<file path="config.mk">
export PLATFORM = sky130hd
export DESIGN_NAME = regfile_wb_arbiter_flat
export DESIGN_NICKNAME = d
export VERILOG_FILES = /design/src/rtl/regfile_wb_arbiter_if.sv /design/src/rtl/regfile_wb_arbiter.sv /design/src/flat_wrapper.sv
export SDC_FILE = /design/constraint.sdc
export NUM_CORES = 1
export LEC_CHECK = 0
export ABC_AREA = 1
export CAP_MARGIN = 10
export CORE_MARGIN = 2
export CORE_UTILIZATION = 35
export CTS_CLUSTER_SIZE = 40
export DETAILED_ROUTE_END_ITERATION = 8
export DONT_BUFFER_PORTS = 1
export PLACE_DENSITY_LB_ADDON = 0.25
export SYNTH_ARGS = -nofsm -noshare
export SYNTH_HDL_FRONTEND = slang
export SYNTH_SLANG_ARGS = --single-unit
export TNS_END_PERCENT = 50
</file>
<file path="constraint.sdc">
create_clock -name clk -period 7.6 [get_ports clk]
set_input_delay 1.14 -clock clk [delete_from_list [all_inputs] [get_ports clk]]
set_output_delay 1.14 -clock clk [all_outputs]
set_load 0.005 [all_outputs]
</file>
<file path="src/rtl/regfile_wb_arbiter_if.sv">
// rtl/regfile_wb_arbiter_if.sv - writeback requester and register-file write-port bundle
//
// Purpose: groups the two writeback request channels (ALU, MEM), the
// registered register-file write port and the hazard outputs into one bundle.
// Ports:
//   alu_valid/alu_ready/alu_dst/alu_data : ALU writeback request channel
//   mem_valid/mem_ready/mem_dst/mem_data : load writeback request channel
//   wr_en/wr_addr/wr_data                : registered register-file write port
//   busy                                 : per-register pending-write bitmap
//   conflict                             : one-cycle pulse after both holds were valid
// Modports: master drives requests (pipeline side); slave is the arbiter.
interface regfile_wb_arbiter_if #(
  parameter int DATA_W = 32,
  parameter int ADDR_W = 5,
  parameter int NREGS  = 32
);
  logic              alu_valid;
  logic              alu_ready;
  logic [ADDR_W-1:0] alu_dst;
  logic [DATA_W-1:0] alu_data;
  logic              mem_valid;
  logic              mem_ready;
  logic [ADDR_W-1:0] mem_dst;
  logic [DATA_W-1:0] mem_data;
  logic              wr_en;
  logic [ADDR_W-1:0] wr_addr;
  logic [DATA_W-1:0] wr_data;
  logic [NREGS-1:0]  busy;
  logic              conflict;

  modport master (
    output alu_valid, alu_dst, alu_data, mem_valid, mem_dst, mem_data,
    input  alu_ready, mem_ready, wr_en, wr_addr, wr_data, busy, conflict
  );

  modport slave (
    input  alu_valid, alu_dst, alu_data, mem_valid, mem_dst, mem_data,
    output alu_ready, mem_ready, wr_en, wr_addr, wr_data, busy, conflict
  );
endinterface

</file>
<file path="src/rtl/regfile_wb_arbiter.sv">
// rtl/regfile_wb_arbiter.sv - round-robin sharing of the register-file write port
//
// Purpose: each of the ALU and load writeback paths owns a 1-entry holding
// register; a round-robin arbiter moves one held request per cycle into a
// registered write-port stage and a pending-write bitmap is exported for
// RAW-hazard stalls in decode.
// Ports:
//   clk : system clock, all state on rising edge
//   rst : asynchronous, active-high reset
//   bus : regfile_wb_arbiter_if.slave (request channels, write port, busy, conflict)
module regfile_wb_arbiter #(
  parameter int DATA_W = 32,
  parameter int ADDR_W = 5,
  parameter int NREGS  = 32
) (
  input  logic                  clk,
  input  logic                  rst,
  regfile_wb_arbiter_if.slave   bus
);

  logic              hold_v_alu;
  logic [ADDR_W-1:0] hold_dst_alu;
  logic [DATA_W-1:0] hold_data_alu;
  logic              hold_v_mem;
  logic [ADDR_W-1:0] hold_dst_mem;
  logic [DATA_W-1:0] hold_data_mem;

  logic              rr_ptr;   // 0: ALU favoured, 1: MEM favoured
  logic              wr_en;
  logic [ADDR_W-1:0] wr_addr;
  logic [DATA_W-1:0] wr_data;
  logic              conflict;

  logic              grant_alu;
  logic              grant_mem;
  logic              accept_alu;
  logic              accept_mem;
  logic [NREGS-1:0]  busy;

  // The favoured side only matters when both holds are occupied.
  assign grant_alu = hold_v_alu && (!hold_v_mem || !rr_ptr);
  assign grant_mem = hold_v_mem && (!hold_v_alu ||  rr_ptr);

  // Ready depends on state only, so a hold being drained this cycle can
  // refill in the same edge without a bubble.
  assign bus.alu_ready = !hold_v_alu || grant_alu;
  assign bus.mem_ready = !hold_v_mem || grant_mem;

  assign accept_alu = bus.alu_valid && bus.alu_ready;
  assign accept_mem = bus.mem_valid && bus.mem_ready;

  always_ff @(posedge clk or posedge rst) begin
    if (rst) begin
      hold_v_alu    <= 1'b0;
      hold_dst_alu  <= '0;
      hold_data_alu <= '0;
    end else if (accept_alu) begin
      hold_v_alu    <= 1'b1;
      hold_dst_alu  <= bus.alu_dst;
      hold_data_alu <= bus.alu_data;
    end else if (grant_alu) begin
      hold_v_alu    <= 1'b0;
    end
  end

  always_ff @(posedge clk or posedge rst) begin
    if (rst) begin
      hold_v_mem    <= 1'b0;
      hold_dst_mem  <= '0;
      hold_data_mem <= '0;
    end else if (accept_mem) begin
      hold_v_mem    <= 1'b1;
      hold_dst_mem  <= bus.mem_dst;
      hold_data_mem <= bus.mem_data;
    end else if (grant_mem) begin
      hold_v_mem    <= 1'b0;
    end
  end

  // Write-port stage; the pointer always moves to the side that did not win,
  // including when only one side was requesting.
  always_ff @(posedge clk or posedge rst) begin
    if (rst) begin
      wr_en   <= 1'b0;
      wr_addr <= '0;
      wr_data <= '0;
      rr_ptr  <= 1'b0;
    end else if (grant_alu) begin
      wr_en   <= 1'b1;
      wr_addr <= hold_dst_alu;
      wr_data <= hold_data_alu;
      rr_ptr  <= 1'b1;
    end else if (grant_mem) begin
      wr_en   <= 1'b1;
      wr_addr <= hold_dst_mem;
      wr_data <= hold_data_mem;
      rr_ptr  <= 1'b0;
    end else begin
      wr_en   <= 1'b0;
    end
  end

  always_ff @(posedge clk or posedge rst) begin
    if (rst) begin
      conflict <= 1'b0;
    end else begin
      conflict <= hold_v_alu && hold_v_mem;
    end
  end

  // A destination stays busy from acceptance until its write-port cycle ends;
  // register 0 is treated like any other register.
  always_comb begin
    busy = '0;
    if (hold_v_alu) busy[hold_dst_alu] = 1'b1;
    if (hold_v_mem) busy[hold_dst_mem] = 1'b1;
    if (wr_en)      busy[wr_addr]      = 1'b1;
  end

  assign bus.wr_en    = wr_en;
  assign bus.wr_addr  = wr_addr;
  assign bus.wr_data  = wr_data;
  assign bus.busy     = busy;
  assign bus.conflict = conflict;

endmodule

</file>
<file path="src/flat_wrapper.sv">
// flat-port wrapper written by rule: the top's interface ports become plain ports
module regfile_wb_arbiter_flat 
#(
  parameter int DATA_W = 32,
  parameter int ADDR_W = 5,
  parameter int NREGS  = 32
)
  (clk, rst, bus_alu_valid, bus_alu_dst, bus_alu_data, bus_mem_valid, bus_mem_dst, bus_mem_data, bus_alu_ready, bus_mem_ready, bus_wr_en, bus_wr_addr, bus_wr_data, bus_busy, bus_conflict);
  regfile_wb_arbiter_if #(.DATA_W(DATA_W), .ADDR_W(ADDR_W), .NREGS(NREGS)) bus_i ();
  input  logic clk;
  input  logic rst;
  input wire logic [$bits(bus_i.alu_valid)-1:0] bus_alu_valid;
  input wire logic [$bits(bus_i.alu_dst)-1:0] bus_alu_dst;
  input wire logic [$bits(bus_i.alu_data)-1:0] bus_alu_data;
  input wire logic [$bits(bus_i.mem_valid)-1:0] bus_mem_valid;
  input wire logic [$bits(bus_i.mem_dst)-1:0] bus_mem_dst;
  input wire logic [$bits(bus_i.mem_data)-1:0] bus_mem_data;
  output wire logic [$bits(bus_i.alu_ready)-1:0] bus_alu_ready;
  output wire logic [$bits(bus_i.mem_ready)-1:0] bus_mem_ready;
  output wire logic [$bits(bus_i.wr_en)-1:0] bus_wr_en;
  output wire logic [$bits(bus_i.wr_addr)-1:0] bus_wr_addr;
  output wire logic [$bits(bus_i.wr_data)-1:0] bus_wr_data;
  output wire logic [$bits(bus_i.busy)-1:0] bus_busy;
  output wire logic [$bits(bus_i.conflict)-1:0] bus_conflict;
  assign bus_i.alu_valid = bus_alu_valid;
  assign bus_i.alu_dst = bus_alu_dst;
  assign bus_i.alu_data = bus_alu_data;
  assign bus_i.mem_valid = bus_mem_valid;
  assign bus_i.mem_dst = bus_mem_dst;
  assign bus_i.mem_data = bus_mem_data;
  assign bus_alu_ready = bus_i.alu_ready;
  assign bus_mem_ready = bus_i.mem_ready;
  assign bus_wr_en = bus_i.wr_en;
  assign bus_wr_addr = bus_i.wr_addr;
  assign bus_wr_data = bus_i.wr_data;
  assign bus_busy = bus_i.busy;
  assign bus_conflict = bus_i.conflict;
  regfile_wb_arbiter #(.DATA_W(DATA_W), .ADDR_W(ADDR_W), .NREGS(NREGS)) u_core (.clk(clk), .rst(rst), .bus(bus_i));
endmodule
</file>
-- After elaboration in Yosys (flattened, before gate mapping)
Index checks and enable logic that the tools add are counted.
- flip-flop bits (word level): 116
- latch bits: 0
- RAM bits: 0
- ROM bits: 0
- input bits: 78
- logic and storage cells: 57
- memories kept: 0
- $add $sub $neg: 0
- multipliers: 0
- divide/modulo/power cells: 0
- $lt $le $gt $ge: 6
- equality and inequality tests: 0
- shift operators: 0
- mux-type cells: 20
- bitwise operators: 2
- reductions and logical operators: 18
- operator list (operator ; number):
    2-to-1 mux 32 bit ; 5
    bitwise OR 32 bit ; 2
    < comparator 5 x 6 -> 1 bit (second input constant) ; 3
    demux 1 bit (select 5 bit) ; 3
    >= comparator 5 x 1 -> 1 bit (second input constant) ; 3
    2-to-1 mux 1 bit ; 10
    2-to-1 mux 5 bit ; 2
    logical AND 1 bit ; 8
    nonzero test 2 bit ; 3
    logical OR 1 bit ; 4
    logical NOT 1 bit ; 3

-- Longest topological paths before layout
Gate-level depths: netlist of run 1.
- word-level depth: 9
- gate-level depth with buffers: 8
- gate-level depth less buffers: 6

-- Worst setup path before layout of run 1
No wires, ideal clock.
- path type: flip-flop to output port
- start: register u_core.wr_addr[0], in the netlist u_core.bus.wr_addr[0]
- end: output port bus_busy[2]
- data arrival time: 961 ps
- data required time: 6460 ps
- slack: 5499 ps
- stages on the path, launching flop included: 6
- path through: dfrtp_1 inv_1 nand2_1 nor2_1 nand2_1 nand3_1
- cells in the longest elaborated chain, start to end: 6
- elaborated cells on any way between the ends: 7
- RTL lines (what ; line ; text):
    start: declaration ; regfile_wb_arbiter.sv:30 ; logic [ADDR_W-1:0] wr_addr;
    start signal: assignment ; regfile_wb_arbiter.sv:90 ; wr_addr <= hold_dst_alu;
    start signal: assignment ; regfile_wb_arbiter.sv:95 ; wr_addr <= hold_dst_mem;
    < comparator 5 x 6 -> 1 bit (not written as such) or >= comparator 5 x 1 -> 1 bit (tied branches) ; regfile_wb_arbiter.sv:117 ; if (wr_en) busy[wr_addr] = 1'b1;
    logical AND 1 bit (not written as such) ; regfile_wb_arbiter.sv:117 ;
    2-to-1 mux 1 bit (not written as such) ; regfile_wb_arbiter.sv:117 ;
    demux 1 bit (select 5 bit) (*) ; -- ;
    bitwise OR 32 bit (no line) (*) ; -- ;
    2-to-1 mux 32 bit (*) ; regfile_wb_arbiter.sv:117 ;
    end: declaration ; flat_wrapper.sv:23 ; output wire logic [$bits(bus_i.busy)-1:0] bus_busy;
Every way passes the cells marked *; elsewhere a longest branch is shown, timed or not.

-- Final worst setup path of run 1
- start: register u_core.hold_v_mem
- end: output port bus_busy[25]
- cells in the longest elaborated chain, start to end: 3
- RTL lines (what ; line ; text):
    start: declaration ; regfile_wb_arbiter.sv:24 ; logic hold_v_mem;
    start signal: assignment ; regfile_wb_arbiter.sv:68 ; hold_v_mem <= 1'b0;
    start signal: assignment ; regfile_wb_arbiter.sv:72 ; hold_v_mem <= 1'b1;
    start signal: assignment ; regfile_wb_arbiter.sv:76 ; hold_v_mem <= 1'b0;
    2-to-1 mux 32 bit (*) ; regfile_wb_arbiter.sv:116 ; if (hold_v_mem) busy[hold_dst_mem] = 1'b1;
    bitwise OR 32 bit (no line) ; -- ;
    2-to-1 mux 32 bit (*) ; regfile_wb_arbiter.sv:117 ;
Marked as above.

==> impl_metrics.py, run 1 <==
metrics = {
    "detailed_routing": {
        "finalWirelength_um": 16700,
        "initialDrtViolationCount": 327,
        "remaining_drc_errors": 0,
        "first_pass_iters": 6,
        "via_per_inst": 5.16,
        "ant_nets": 0,
        "vias": 4877,
        "wl_per_cell_um": 17.7,
    },
    "clocking": {
        "cts_made_buffers": 17,
        "clockRootBuffer": "clkbuf_16",
        "postCtsSetupBuffers": 0,
        "cts.sinks": 116,
        "clock_latency_ns": 0.41,
        "cts_tree": "yes",
        "cts_resized": 0,
        "hold_buffers": 0,
        "path_clk_slew_ns": 0.05,
        "htreeDepth": 4,
        "clk_path_buf_depth": 2,
    },
    "placement": {
        "place_hpwl_um": 11300,
        "portBuffers": 0,
        "routabilityCongestion": 0.846,
        "place_area_um2": 5620,
    },
    "logic_synthesis": {
        "ys_ff_latch": 116,
        "syn_inst": 737,
        "ys_warn_count": 0,
        "synth.yosys.seq_area_share": 0.524,
        "syn_area_per_cell_um2": 7.52,
        "syn-num-nets": 815,
        "syn_area_um2": 5540,
        "synth_cell_types": 14,
        "ys_top_cells_by_area": "dfrtp_1, nand2_1, nand3_1",
        "synth_top_area_cell": "dfrtp_1",
        "synth_top_area_frac": 0.524,
    },
    "grt": {
        "grt_max_degree": 68,
        "antenna_found_initial": 0,
        "grtUsageTotal": 0.205,
        "grt_pass1_vias": 4884,
        "grt_pass1_wl_um": 26700,
        "gr-total-overflow": 0,
    },
    "die": {
        "core_um2": 15300,
        "start_util": 0.362,
        "die_height_um": 130,
        "ioPinCount": 151,
        "rows": 45,
        "dieArea_um2": 16900,
        "fp.dieW_um": 130,
    },
    "timing": {
        "slew_headroom": 0.348,
        "maxSlewViolCount": 0,
        "rsz0062_at_grt": "no",
        "min_period_ns": 3.02,
        "fin_skew_ns": 0.00875,
        "fmax_mhz": 331,
        "finalHoldViolCount": 0,
        "setup-violations-final": 0,
        "fin_setup_tns_ns": 0,
        "worstMarginPinSlew_ns": 0.976,
        "min_period_over_period": 0.398,
    },
    "setup_path": {
        "required_ns": 6.46,
        "path_max_fanout": 8,
        "crit_path_end_kind": "output port",
        "timing.critical_path.mode_cell": "nand2_1",
        "critPathMaxStageDelay_ns": 0.60,
        "worst_setup_path_start_kind": "flop",
        "cp.arrival_ns": 1.88,
        "crit_chain": "nand2_1 > nor2_1 > nand2_1 > nand3_1",
        "rr_startpoint": "u_core.hold_v_alu",
        "startpoint": "u_core.hold_v_mem",
        "worst-setup-path-type": "flop to output port",
        "slowest_stage": "nor2_1",
    },
    "pwr": {
        "leakage_nw": 3.14,
        "design_power_total_mw": 2.48,
        "p_per_area_nw_per_um2": 398,
        "ir_worst_vdd_mv": 0.183,
    },
    "layout": {
        "drive_gt1_frac": 0.0586,
        "finalInstanceArea_um2": 6240,
        "area_growth_pct": 12.6,
        "final_nets": 800,
        "post-route-util": 0.408,
        "num-fill-cells": 1602,
        "diodes": 0,
    },
    "flow_run": {
        "cap_violations": 0,
    },
    "run_status": {
        "status": "completed",
    },
    "min_path": {
        "worstHoldStart": "u_core.hold_data_mem[4]",
        "hold_path.class": "flop to flop",
    },
}
cell type report:
cell class / instances / area (um^2) / area share
clock inverters: 7 / 70.1 / 0.0112
clock buffers: 24 / 522 / 0.0836
inverters: 21 / 81.3 / 0.0130
repair buffers: 4 / 50.0 / 0.00802
flip-flops and latches: 116 / 2900 / 0.465
multi-input cells: 562 / 2350 / 0.377
well taps: 211 / 264 / 0.0423
cells in the final DEF, fill, tap and decap left out, drive strengths merged:
cell type,n
clkbuf,24
dfrtp,116
clkinv,2
o21ai,1
buf,4
nand2,344
nor2,35
inv,21
bufinv,1
nor3,2
nand3,180
clkinvlp,4
registers in the layout (all words and copies together) (netlist names):
name and count:
u_core.hold_v_mem 1, u_core.bus.wr_addr 5, u_core.bus.conflict 1, u_core.hold_dst_alu 5, u_core.hold_v_alu 1, u_core.hold_data_mem 32
u_core.rr_ptr 1, u_core.bus.wr_data 32, u_core.bus.wr_en 1, u_core.hold_data_alu 32, u_core.hold_dst_mem 5
final timing paths:
path / end / slack [ns] / cells past startpoint
max: bus_busy[25] / 4.58 / 4
min: u_core.hold_data_mem[4] / 0.47 / 2
max reg2reg: u_core.bus.wr_data[7] / 5.27 / 4
min reg2reg: u_core.hold_data_mem[4] / 0.47 / 2
max in group asynchronous: u_core.rr_ptr / 5.67 / 2
min in group asynchronous: u_core.bus.wr_data[22] / 0.77 / 1
power breakdown:
part | total, mW | leakage [nW] | switching, mW | internal, mW
Sequential | 1.03 | 1.42 | 0.195 | 0.832
Combinational | 0.674 | 1.44 | 0.484 | 0.190
Clock | 0.780 | 0.282 | 0.272 | 0.507
cells in the mapped netlist:
library cell  number
nand2_1          342
nand3_1          180
dfrtp_1          116
nor2_1            35
buf_2             19
inv_1             17
buf_1              6
buf_4              5
buf_6              4
clkbuf_1           4
inv_2              4
nand2_2            2
nor3_1             2
o21ai_0            1
cell families after synthesis:
kind of cell,synth area share
flip-flops,0.524
AO/OA/AOI/OAI,0.000902
AND/OR/NAND/NOR,0.422
buffers and inverters,0.0531
metrics by stage:
| stage | instances | setup WS (ns) | hold slack [ns] |
|---|---|---|---|
| floorplan | 737 | 3.39 | 0.442 |
| global placement | 913 | 5.01 | 0.457 |
| detailed placement | 913 | 4.91 | 0.458 |
| CTS | 944 | 4.59 | 0.472 |
| global route | 945 | 4.44 | 0.491 |
| finish | 945 | 4.58 | 0.467 |
worst max-delay path: cells and delay by family, from the launching register on:
kind	cells	cell delay, ns
AND/OR/NAND/NOR	4	1.00
flip-flops	1	0.48
routing by layer:
metal	wire length (um)	GRT usage	up-vias	share of wire
met1	6970	0.256	2375	0.42
met2	8030	0.332	152	0.48
met3	1480	0.0820	18	0.089
met4	240	0.0582	0	0.014
li1	-	-	2332	-
met5	0	0	-	0
No activity file was read; power rests on OpenSTA's default activity.
==> inputs of run 2 (changes only) <==
clock period = 2.4 ns   (was 7.6 ns; I/O delays follow)
==> impl_metrics.py, run 2 (synthesis results as in run 1) <==
metrics = {
    "setup_path": {
        "cp.arrival_ns": 1.77,
        "timing.critical_path.mode_cell": "nand2_1",
        "path_delay_family": "simple AND/OR/NAND/NOR gates",
        "path_buf_inv": 0,
        "critPathMaxStageDelay_ns": 0.50,
        "crit_chain": "nand2_1 > nor2_1 > nand2_1 > nand3_1",
        "required_ns": 2.04,
        "worst-setup-path-type": "flop to output port",
        "path_max_fanout": 8,
        "slowest_stage": "dfrtp_1",
        "worst_setup_path_start_kind": "flop",
        "crit_path_end_kind": "output port",
    },
    "clocking": {
        "cts_made_buffers": 17,
        "clk_path_buf_depth": 2,
        "cts_tree": "yes",
        "clockRootBuffer": "clkbuf_16",
        "cts.sinks": 116,
        "htreeDepth": 4,
        "path_clk_slew_ns": 0.06,
        "clock_latency_ns": 0.41,
    },
    "detailed_routing": {
        "finalWirelength_um": 17200,
        "m1WireLength_um": 7450,
        "ant_nets": 0,
        "vias": 4961,
        "wl_per_cell_um": 17.9,
        "first_pass_iters": 6,
        "top_layer_used": "met4",
        "wl_met2_um": 7980,
        "remaining_drc_errors": 0,
        "initialDrtViolationCount": 386,
        "via_per_inst": 5.19,
        "routed-wl-met3_um": 1430,
    },
    "die": {
        "rows": 45,
        "dieArea_um2": 16900,
        "ioPinCount": 151,
        "fp.dieW_um": 130,
        "start_util": 0.362,
        "core_um2": 15300,
        "die_height_um": 130,
    },
    "grt": {
        "antenna_found_initial": 0,
        "grt_max_degree": 49,
        "gr-total-overflow": 0,
        "grtUsageTotal": 0.214,
        "grt_pass1_wl_um": 27700,
        "grt_pass1_vias": 5157,
    },
    "layout": {
        "area_growth_pct": 15.0,
        "final_nets": 810,
        "final_cell_mix": "nand2_1, nand3_1, dfrtp_1",
        "top_regs": "u_core.bus.wr_data x32, u_core.hold_data_alu x32, u_core.hold_data_mem x32",
        "num-fill-cells": 1597,
        "drive_gt1_frac": 0.0671,
        "finalInstanceArea_um2": 6370,
        "diodes": 0,
        "final_common_cell": "nand2_1",
    },
    "placement": {
        "routabilityCongestion": 0.882,
        "portBuffers": 0,
        "place_hpwl_um": 11700,
        "place_area_um2": 5740,
    },
    "timing": {
        "worstMarginPinSlew_ns": 0.770,
        "fin_setup_tns_ns": 0,
        "maxSlewViolCount": 0,
        "fmax_mhz": 469,
        "min_period_over_period": 0.888,
        "rsz0062_at_grt": "no",
        "fin_skew_ns": 0.00859,
        "slew_headroom": 0.486,
        "finalHoldViolCount": 0,
        "min_period_ns": 2.13,
        "setup-violations-final": 0,
    },
    "pwr": {
        "p_per_area_nw_per_um2": 1280,
        "leakage_nw": 3.21,
        "ir_worst_vdd_mv": 0.518,
    },
    "flow_run": {
        "cap_violations": 0,
    },
    "run_status": {
        "status": "completed",
    },
    "min_path": {
        "hold_path.class": "input pin to flop",
    },
}
[run 2: metrics by stage]
step                hold slack [ns]  power [mW]  std cells  setup WS [ns]   util
finish                       0.0890        8.13        956          0.270  0.416
global route                 0.0860        8.69        956         0.0933  0.416
CTS                          0.0786        8.20        956          0.287  0.416
detailed placement            0.357        5.51        923          0.727  0.375
global placement              0.334        5.46        923          0.706  0.375
floorplan                     0.442        4.76        737          0.627      -
[run 2: path summary, 6_finish.rpt]
kind | start | to | slack (ns) | cells after the start
worst max-delay path | u_core.hold_v_mem | bus_busy[24] | 0.27 | 4
worst min-delay path | bus_mem_data[22] | u_core.hold_data_mem[22] | 0.09 | 2
worst max register to register | u_core.hold_v_mem | u_core.bus.wr_data[10] | 0.84 | 5
worst min register to register | u_core.hold_data_mem[30] | u_core.hold_data_mem[30] | 0.47 | 2
max in group asynchronous | rst | u_core.hold_v_alu | 1.20 | 3
min in group asynchronous | rst | u_core.bus.wr_data[27] | 0.53 | 2
[run 2: power by group]
| group | internal [mW] | switching [mW] |
|---|---|---|
| Combinational | 0.643 | 1.57 |
| Clock | 1.81 | 0.847 |
| Sequential | 2.64 | 0.620 |
| Total | 5.09 | 3.04 |
[run 2: area by class of cell]
type                    count  area [um^2]  area share
clock buffers              23          478      0.0750
clock inverters             9          150      0.0236
inverters                  21         82.6      0.0130
multi-input cells         562         2350       0.369
flip-flops and latches    116         2900       0.455
well taps                 211          264      0.0414
repair buffers             14          145      0.0228
[run 2: metal layers]
layer	global-route usage	up-vias
met5	0	-
met4	0.0816	0
met1	0.275	2389
li1	-	2353
met2	0.342	193
met3	0.0636	26
[run 2: what timing repair did]
item	in CTS	in global routing
hold buffers	1	0
buffers inserted	0	0
resized for setup	0	0
hold endpoints to repair	25	0
setup endpoints to repair	0	0
==> inputs of run 3 (changes only) <==
RECOVER_POWER = 50   (was default)
==> impl_metrics.py, run 3 (synthesis results as in run 1) <==
metrics = {
    "flow_run": {
        "cap_violations": 0,
    },
    "timing": {
        "setup_slack_ns": 0.265,
        "maxSlewViolCount": 0,
        "fin_setup_tns_ns": 0,
        "rsz0062_at_grt": "no",
        "whs_ns": 0.0901,
        "finalHoldViolCount": 0,
        "slew_headroom": 0.169,
        "setup-violations-final": 0,
        "worstMarginPinSlew_ns": 1.24,
        "min_period_over_period": 0.890,
        "fin_skew_ns": 0.00724,
        "min_period_ns": 2.13,
        "fmax_mhz": 468,
    },
    "detailed_routing": {
        "vias": 4954,
        "initialDrtViolationCount": 362,
        "remaining_drc_errors": 0,
        "finalWirelength_um": 17100,
        "first_pass_iters": 5,
        "ant_nets": 0,
        "via_per_inst": 5.18,
        "wl_per_cell_um": 17.8,
    },
    "layout": {
        "drive_gt1_frac": 0.0658,
        "final_common_cell": "nand2_1",
        "final_nets": 810,
        "top_regs": "u_core.bus.wr_data x32, u_core.hold_data_alu x32, u_core.hold_data_mem x32",
        "final_cell_mix": "nand2_1, nand3_1, dfrtp_1",
        "post-route-util": 0.414,
        "layout.cells.non_filler": 956,
        "num-fill-cells": 1602,
        "diodes": 0,
        "area_growth_pct": 14.5,
    },
    "placement": {
        "dp_cells": 923,
        "place_ws_ns": 0.727,
        "place_hpwl_um": 11700,
        "routabilityCongestion": 0.882,
        "portBuffers": 0,
    },
    "setup_path": {
        "path_max_fanout": 8,
        "worst_setup_path_start_kind": "flop",
        "required_ns": 2.04,
        "cp.arrival_ns": 1.77,
        "crit_path_end_kind": "output port",
        "worst-setup-path-type": "flop to output port",
    },
    "grt": {
        "antenna_found_initial": 0,
        "grt_pass1_vias": 5157,
        "grtUsageTotal": 0.214,
        "gr-total-overflow": 0,
        "grt_max_degree": 49,
        "grt_pass1_wl_um": 27700,
    },
    "die": {
        "core_um2": 15300,
        "start_util": 0.362,
        "dieArea_um2": 16900,
        "fp.dieW_um": 130,
        "rows": 45,
        "die_height_um": 130,
        "ioPinCount": 151,
    },
    "min_path": {
        "hold_path.class": "input pin to flop",
    },
    "clocking": {
        "clk_path_buf_depth": 2,
        "clockRootBuffer": "clkbuf_16",
        "cts_tree": "yes",
        "cts.sinks": 116,
        "htreeDepth": 4,
        "clock_latency_ns": 0.41,
        "path_clk_slew_ns": 0.06,
        "hold_buffers": 1,
        "cts_resized": 0,
        "postCtsSetupBuffers": 0,
        "cts_made_buffers": 17,
    },
    "pwr": {
        "ir_worst_vdd_mv": 0.516,
        "p_per_area_nw_per_um2": 1280,
        "leakage_nw": 3.20,
    },
    "run_status": {
        "status": "completed",
    },
}
[run 3: cell count changes in the layout (fill, tap and decap cells not counted)]
cell,previous run,this run
inv_2,4,3
clkinvlp_4,3,2
clkbuf_4,0,2
buf_12,3,1
inv_1,16,17
clkinvlp_2,0,1
[run 3: final timing paths]
check                      cells past startpoint                     start  slack [ns]                       end
max in group asynchronous                      3                       rst        0.44   u_core.hold_data_mem[3]
max reg2reg                                    7         u_core.hold_v_mem        0.83  u_core.hold_data_mem[14]
min in group asynchronous                      2                       rst        0.66    u_core.bus.wr_data[27]
min reg2reg                                    2  u_core.hold_data_mem[30]        0.47  u_core.hold_data_mem[30]
max                                            4         u_core.hold_v_mem        0.27              bus_busy[20]
min                                            2          bus_mem_data[22]        0.09  u_core.hold_data_mem[22]
[run 3: report_power, final]
| group | total (mW) | switching, mW | internal, mW | leakage [nW] |
|---|---|---|---|---|
| Clock | 2.66 | 0.850 | 1.81 | 0.303 |
| Combinational | 2.20 | 1.56 | 0.637 | 1.48 |
| Sequential | 3.26 | 0.622 | 2.64 | 1.42 |
[run 3: through the flow]
stage / power (mW) / instance area, um^2
floorplan: 4.76 / 5540
global placement: 5.46 / 5740
detailed placement: 5.51 / 5740
CTS: 8.20 / 6370
global route: 8.68 / 6350
finish: 8.12 / 6350
[run 3: area by class of cell]
class / count / area (um^2) / share of cell area
clock buffers: 23 / 478 / 0.0753
flip-flops and latches: 116 / 2900 / 0.457
multi-input cells: 562 / 2350 / 0.370
repair buffers: 14 / 120 / 0.0189
well taps: 211 / 264 / 0.0416
inverters: 21 / 80.1 / 0.0126
clock inverters: 9 / 150 / 0.0237
[run 3: layer usage]
| layer | wire [um] | share of wire | global-route usage |
|---|---|---|---|
| met2 | 7960 | 0.47 | 0.342 |
| met4 | 287 | 0.017 | 0.0816 |
| met5 | 0 | 0 | 0 |
| met1 | 7320 | 0.43 | 0.275 |
| met3 | 1500 | 0.088 | 0.0636 |
[run 3: worst max-delay path: stages (launching register included)]
cell and delay (ns):
dfrtp_1 0.50, nand2_1 0.11, nor2_1 0.46, nand2_1 0.11
nand3_1 0.19
